$ cat src/rtl/vga_timing.sv
// vga_timing
//   Raster timing generator and VGA output stage for 640x480@60 on the Nexys3.
//   Free-running h_count/v_count go out to the drawing stage. Its RGB332 pixel
//   comes back PIPE_DELAY cycles later. hs/vs/vis are delayed by the same amount,
//   so the pins stay aligned, and are then registered once more at the output.
//
// Ports
//   clk_25       25 MHz pixel clock
//   rst_n        async active-low reset
//   h_count      column 0..H_TOTAL-1 (registered)
//   v_count      line   0..V_TOTAL-1 (registered)
//   frame_start  high exactly while the counts read (0,0)
//   rgb_in       RGB332 pixel from the drawing stage {R[7:5],G[4:2],B[1:0]}
//   test_mode    selects internal colour bars (only with VGA_TEST_PATTERN_EN)
//   hsync/vsync  active-low syncs
//   vga_red/vga_green/vga_blue  blanked pixel to the pins
//
// Build option
//   VGA_TEST_PATTERN_EN  builds the 8-bar test pattern; otherwise test_mode is ignored.
module vga_timing #(
  parameter int PIPE_DELAY = 1,
  parameter int H_TOTAL    = 800,
  parameter int V_TOTAL    = 525
) (
  input  logic       clk_25,
  input  logic       rst_n,
  output logic [9:0] h_count,
  output logic [9:0] v_count,
  output logic       frame_start,
  input  logic [7:0] rgb_in,
  input  logic       test_mode,
  output logic       hsync,
  output logic       vsync,
  output logic [2:0] vga_red,
  output logic [2:0] vga_green,
  output logic [1:0] vga_blue
);

  // Delay-line tap: {bar, vis, vs, hs}. The bar index only exists with the pattern.
`ifdef VGA_TEST_PATTERN_EN
  localparam int TW = 6;
`else
  localparam int TW = 3;
`endif
  // Idle tap: syncs inactive (high), blanked, bar 0.
  localparam logic [TW-1:0] TAP_IDLE = TW'(3);

  // ---------------- counters ----------------
  logic       h_last, v_last;
  logic [9:0] h_nxt, v_nxt;

  always_comb begin
    h_last = (h_count == 10'(H_TOTAL - 1));
    v_last = (v_count == 10'(V_TOTAL - 1));
    h_nxt  = h_last ? 10'd0 : h_count + 10'd1;
    v_nxt  = h_last ? (v_last ? 10'd0 : v_count + 10'd1) : v_count;
  end

  always_ff @(posedge clk_25 or negedge rst_n) begin
    if (!rst_n) begin
      h_count     <= 10'd0;
      v_count     <= 10'd0;
      frame_start <= 1'b0;
    end else begin
      h_count     <= h_nxt;
      v_count     <= v_nxt;
      // Flag is computed from the next counts, so it is high alongside (0,0).
      frame_start <= (h_nxt == 10'd0) && (v_nxt == 10'd0);
    end
  end

  // ---------------- raw decode ----------------
  logic          hs_raw, vs_raw, vis_raw;
  logic [TW-1:0] tap_raw, tap_d;

  always_comb begin
    hs_raw  = (h_count >= 10'd96);
    vs_raw  = (v_count >= 10'd2);
    vis_raw = (h_count >= 10'd144) && (h_count < 10'd784) &&
              (v_count >= 10'd35)  && (v_count < 10'd515);
  end

`ifdef VGA_TEST_PATTERN_EN
  logic [9:0] hx;
  logic [2:0] bar_raw;
  always_comb begin
    hx      = h_count - 10'd144;
    // Only meaningful inside the visible window; blanked elsewhere.
    bar_raw = 3'(hx / 10'd80);
    tap_raw = {bar_raw, vis_raw, vs_raw, hs_raw};
  end
`else
  assign tap_raw = {vis_raw, vs_raw, hs_raw};
`endif

  // ---------------- PIPE_DELAY-deep delay line ----------------
  generate
    if (PIPE_DELAY == 0) begin : g_nodly
      assign tap_d = tap_raw;
    end else begin : g_dly
      logic [TW-1:0] sr [PIPE_DELAY];
      always_ff @(posedge clk_25 or negedge rst_n) begin
        if (!rst_n) begin
          for (int i = 0; i < PIPE_DELAY; i++) sr[i] <= TAP_IDLE;
        end else begin
          sr[0] <= tap_raw;
          for (int i = 1; i < PIPE_DELAY; i++) sr[i] <= sr[i-1];
        end
      end
      assign tap_d = sr[PIPE_DELAY-1];
    end
  endgenerate

  // ---------------- pixel source select ----------------
  logic [7:0] px_src;

`ifdef VGA_TEST_PATTERN_EN
  logic [2:0] bar_d;
  always_comb begin
    bar_d  = tap_d[5:3];
    px_src = test_mode ? {{3{bar_d[2]}}, {3{bar_d[1]}}, {2{bar_d[0]}}} : rgb_in;
  end
`else
  logic unused_test_mode;
  assign unused_test_mode = test_mode;
  assign px_src = rgb_in;
`endif

  // ---------------- output register ----------------
  always_ff @(posedge clk_25 or negedge rst_n) begin
    if (!rst_n) begin
      hsync                          <= 1'b1;
      vsync                          <= 1'b1;
      {vga_red, vga_green, vga_blue} <= 8'h00;
    end else begin
      hsync                          <= tap_d[0];
      vsync                          <= tap_d[1];
      {vga_red, vga_green, vga_blue} <= tap_d[2] ? px_src : 8'h00;
    end
  end

endmodule

$ cat config.mk
export PLATFORM = sky130hd
export DESIGN_NAME = vga_timing
export DESIGN_NICKNAME = d
export VERILOG_FILES = /design/src/rtl/vga_timing.sv
export SDC_FILE = /design/constraint.sdc
export NUM_CORES = 1
export LEC_CHECK = 0
export CORE_ASPECT_RATIO = 0.6
export CORE_MARGIN = 4
export CORE_UTILIZATION = 44
export CTS_CLUSTER_DIAMETER = 60
export DETAILED_ROUTE_END_ITERATION = 8
export PLACE_DENSITY = 0.8
export REMOVE_ABC_BUFFERS = 1
export SYNTH_ARGS = -nofsm -noshare
export SYNTH_HDL_FRONTEND = slang
export SYNTH_SLANG_ARGS = --single-unit
export TNS_END_PERCENT = 30
$ cat constraint.sdc
create_clock -name clk_25 -period 2.2 [get_ports clk_25]
set_input_delay 0.22 -clock clk_25 [delete_from_list [all_inputs] [get_ports clk_25]]
set_output_delay 0.22 -clock clk_25 [all_outputs]
set_load 0.02 [all_outputs]
==> out/results.ini <==
[logic_synthesis]
syn_inst=162
synth_top_cells_by_count=dfrtp_1, nand2_1, and2_1, nand3_1, nor2_1
yosys_warnings=0
synth_largest_area_cell=dfrtp_1
ys_seq_area_share_pct=51.4
synth.most_common_cell=dfrtp_1
async_reset_ff_share_pct=100
synth-main-ff-cell=dfrtp_1
synth.avg_cell_area_um2=10.3
yosys-top-cells-area=dfrtp_1, dfstp_2, ha_1
ys_ff_latch=34
ys_types=40
synth.top_cell.area_share_pct=45.1
synth-edff-count=0
syn_area_mm2=0.00166

[global_route]
antenna_found_initial=0
use_met2_pct=25.4
overflow=0
grt_max_degree=35
grt_pass1_vias=1412
grt-busiest-layer=met1
grt_usage_pct=18.3
grt_pass1_wl_um=6970
met3_usage_pct=7.10
grtUsageMet1_pct=26.5

[timing]
skew_ns=0.00746
period_share_pct=96.7
drv_slew=0
tns_ns=0
setup_viol=0
fmax_mhz=470
grt_setup_unrepaired=false
tightest_slew_ns=0.433
hold_violations=0
slew-limit-headroom_pct=71.1
finalCriticalPeriod_ns=2.13

[floorplan]
die_h_um=55.6
dieArea_mm2=0.00486
ioPinCount=42
core_area_mm2=0.00344
die_w_um=87.4
start_util_pct=48.3
row_count=16

[critical_path]
required_ns=2.41
reg2reg_depth=6
worstPathArrival_ns=2.34
crit_path_end_kind=flip-flop
r2r_start=h_count[7]$_DFF_PN0_
critPathKind=reg2reg
crit_path_max_fanout=8
r2r_slack_ns=0.07
start_kind=flip-flop
reg2reg_to=frame_start$_DFF_PN0_

[routing]
antenna_left=0
routed_via_density=5.46
routed_wl_um=4280
routedWlPerCell_um=16.0
firstDrtPassIters=4
drt_iter0_drc=153
drc=0
vias=1462

[clock_network]
cts.sinks=34
numCtsBuffers=5
post-cts-setup-buffers=0
htreeDepth=2
clock_latency_ns=0.28
cts_root_buf=clkbuf_8
clkTransAtPathRegs_ns=0.07
cts_tree=yes
clockBufferDepth=2
hold_buffers=0
post_cts_resize_count=0

[cells_and_area]
drive_gt1_share_pct=19.7
post-route-util_pct=68.8
insertedDiodeCount=0
fin_cells=268
final_cell_area_mm2=0.00237
syn_to_final_growth_pct=42.4
layout.nets=238

[pwr]
p_per_area_mw_per_mm2=477
p_leak_nw=1.02
power_w=0.00113
ir_drop_uv=363

[job]
max-cap-violations=0

[place]
gp_congestion=0.923
dpl.cell_count=260
dp_hpwl_um=3160
placed_area_mm2=0.00224
port_buffers=40

[run_status]
status=complete, no violations

[min_path]
hold_class=in2async

## worst max path at each step
stage / startpoint / cells after the start / slack, ns / end
after global placement: h_count[7]$_DFF_PN0_ / 6 / 0.13 / frame_start$_DFF_PN0_
final: h_count[7]$_DFF_PN0_ / 6 / 0.07 / frame_start$_DFF_PN0_
after global routing: h_count[7]$_DFF_PN0_ / 6 / 0.007 / frame_start$_DFF_PN0_
after floorplan: h_count[0]$_DFF_PN0_ / 7 / -0.07 / frame_start$_DFF_PN0_
after detailed placement: h_count[7]$_DFF_PN0_ / 6 / 0.05 / frame_start$_DFF_PN0_
after CTS: h_count[7]$_DFF_PN0_ / 6 / 0.03 / frame_start$_DFF_PN0_
## per-stage QoR
stage | setup slack [ns] | hold WS, ns
finish | 0.0737 | 0.325
global route | 0.00722 | 0.364
CTS | 0.0312 | 0.342
detailed placement | 0.0529 | 0.347
global placement | 0.129 | 0.346
floorplan | -0.0709 | -0.0756
## worst max-delay path: stages (launching register included)
cell and delay (ns):
dfrtp_1 0.49, nor3b_2 0.32, and3_2 0.32, nand4_1 0.15, xnor2_1 0.22, a2111oi_4 0.33, and4b_1 0.24
## metal layers
metal,up-vias,wire length [um]
li1,693,-
met2,81,1810
met4,0,44
met5,-,0
met1,682,1970
met3,6,457
## sequential cells by signal, indices dropped and copies added, names as in the netlist
register and flops:
vga_red 3, v_count 10, vga_blue 2, hsync 1, g_dly.sr 3, vga_green 3, h_count 10, frame_start 1
vsync 1
## kinds of logic (layout without fill, tap and decap cells)
group / Yosys count / count (layout) / share of synthesized area [%]
and+or+nand+nor: 67 / 67 / 22.7
DFF: 34 / 34 / 51.4
AOI/OAI and AO/OA: 29 / 29 / 11.6
buffers and inverters: 14 / 75 / 3.68
xor gates and xnor gates: 13 / 13 / 6.84
adders and majority gates: 5 / 5 / 3.76
## power breakdown
part | total [W] | internal, W | leakage [nW] | switching (W)
logic | 0.0000286 | 0.0000150 | 0.522 | 0.0000136
registers | 0.000625 | 0.000625 | 0.446 | 0
clock network | 0.000476 | 0.000251 | 0.0472 | 0.000224
total | 0.00113 | 0.000892 | 1.02 | 0.000238
## final cells by class
| class | count | area [um2] |
|---|---|---|
| clock buffers | 6 | 82.6 |
| clock inverters | 2 | 12.5 |
| fillers | 262 | 1070 |
| inverters | 5 | 18.8 |
| multi-input cells | 114 | 778 |
| flip-flops and latches | 34 | 856 |
| well taps | 45 | 56.3 |
| repair buffers | 62 | 566 |
## cells in the final DEF, fill, tap and decap left out, types with 7 or more instances in the layout
master,netlist,final
nand2_1,14,14
xnor2_1,7,7
o21ai_0,8,8
dfrtp_1,30,30
nand3_1,9,8
and2_1,9,9
buf_4,1,22
clkdlybuf4s50_1,0,40
nor2_1,9,9
No activity file was read; power rests on OpenSTA's default activity.
==> edit (same flow settings) <==
The output `frame_start` loses its register stage (`frame_start` becomes a continuous assignment).
--- a/src/rtl/vga_timing.sv
+++ b/src/rtl/vga_timing.sv
@@ -62,3 +62,2 @@
       v_count     <= 10'd0;
-      frame_start <= 1'b0;
     end else begin
@@ -67,5 +66,6 @@
       // Flag is computed from the next counts, so it is high alongside (0,0).
-      frame_start <= (h_nxt == 10'd0) && (v_nxt == 10'd0);
     end
   end
+
+  assign frame_start = (h_nxt == 10'd0) && (v_nxt == 10'd0);
 
Formal check against the unedited RTL: same outputs for any inputs over 10 cycles, from zero or initial values and one cycle with rst_n low; that may be too few to reach the edited logic, so the function may still have changed.
==> edit against the original RTL <==
  * The flow now finishes with violations (negative setup slack)
  * Sequential power is 3% lower
  * Final area grew 15%
  * Clock skew hardly changed
  * Sequential share of layout area fell by 5.6 points
  * Routed wire length is 28% higher
  * Count of clock-buffer cells in the layout rose by 1
  * Sequential cell count shrank 1
  * Total power rose by 8.9%
  * Setup slack got worse by 0.46 ns
  * Synthesized area fell by 1.5%
  * Largest cell class is now buffers
  * Largest power group unchanged
==> edit: results (changes against the original RTL) <==
status=finished with violations; failing checks=negative setup slack; num sequential=33 (-2.9%); clock-net power=595 uW (+25%); Post-layout nets=278 (+17%); first-pass GRT wire length=9.06 mm (+30%); non-clk buf share=0.326 (+0.0870); post-detail-place hpwl=3.82 mm (+21%); die area=4800 um2 (-1.3%); area post-placement=2470 um2 (+9.9%); final worst slack=-0.382 ns (-0.456 ns); ClkCell Share=0.0428 (+0.00265); Net Sw Frac=0.194 (-0.0161); Syn Area/Cell=10.2 um2 (-0.89%); Least-Margin Pin Slew=0.536 ns (+0.102 ns); post-synthesis sequential area ratio=0.507 (-0.00742); via/cell ratio=5.66 (+3.7%); Sequential cell area=831 um2 (-2.9%); Arr. time, crit path=2.36 ns (+0.02 ns); Final Setup Violations=1 (+1); gpl congestion=1.04 (+12%); combinational cell power=28.1 uW (-2%); global-route usage over all layers=0.246 (+0.0626); bufs w/o clock=103 (+66%); port buffer count=40 (unchanged); worst reg-to-reg path cell count=8 (+2); fin util=0.799 (+0.111); 1st-iter DRT viols=178 (+16%); setup_tns=-0.382 ns (-0.382 ns); clk_skew=0.00728 ns (-0.000171 ns); TritonRoute pass-1 iters=5 (+1); Setup crit end=frame_start; multi-input combinational area share=0.299 (-0.0299); commonest cells in the netlist=dfrtp_1, nand2_1, and2_1, nand3_1, nor2_1; Power Dens Cells=452 nW/um2 (-5.1%); Avg WL per Cell=17.8 um (+11%); Netlist cell types=40 (unchanged); Leak=0.00125 uW (+23%); clkbuf count=7 (+1); worst-path cell with the longest stage delay=or4_4; Max FO, Critical Path=6 (-2); Fillers=193 (-26%); r2r setup slk=0.23 ns (+0.16 ns); r2r endpoint=v_count[9]; maximum vdd drop=0.495 mV (+37%); worst reg2reg path startpoint=v_count[8]; hold_ws=0.315 ns (-0.0103 ns); share of layout cells above drive strength 1=0.346 (+0.149); largest net degree at the start of global routing=34 (-2.9%); pre-CTS setup slack=-0.600 ns (-0.653 ns)
## edit: cell families after synthesis
| logic type | Yosys count | share of synthesized area |
|---|---|---|
| DFF | 33 | 0.507 |
| and+or+nand+nor | 67 | 0.231 |
| adders and majority gates | 5 | 0.0382 |
| buffers and inverters | 14 | 0.0374 |
| xor gates and xnor gates | 13 | 0.0695 |
| AOI/OAI and AO/OA | 29 | 0.118 |
## edit: layer usage
| metal | GRT usage | vias to the layer above | wire, um |
|---|---|---|---|
| li1 | - | 778 | - |
| met1 | 0.348 | 814 | 2390 |
| met2 | 0.355 | 126 | 2380 |
| met3 | 0.0684 | 25 | 577 |
| met4 | 0.0956 | 0 | 131 |
| met5 | 0 | - | 0 |
## edit: timing repair
action,CTS,global route
hold buffers,0,0
setup endpoints to repair,1,1
buffers inserted,7,1
gates resized for setup,24,1
pin swaps,9,5
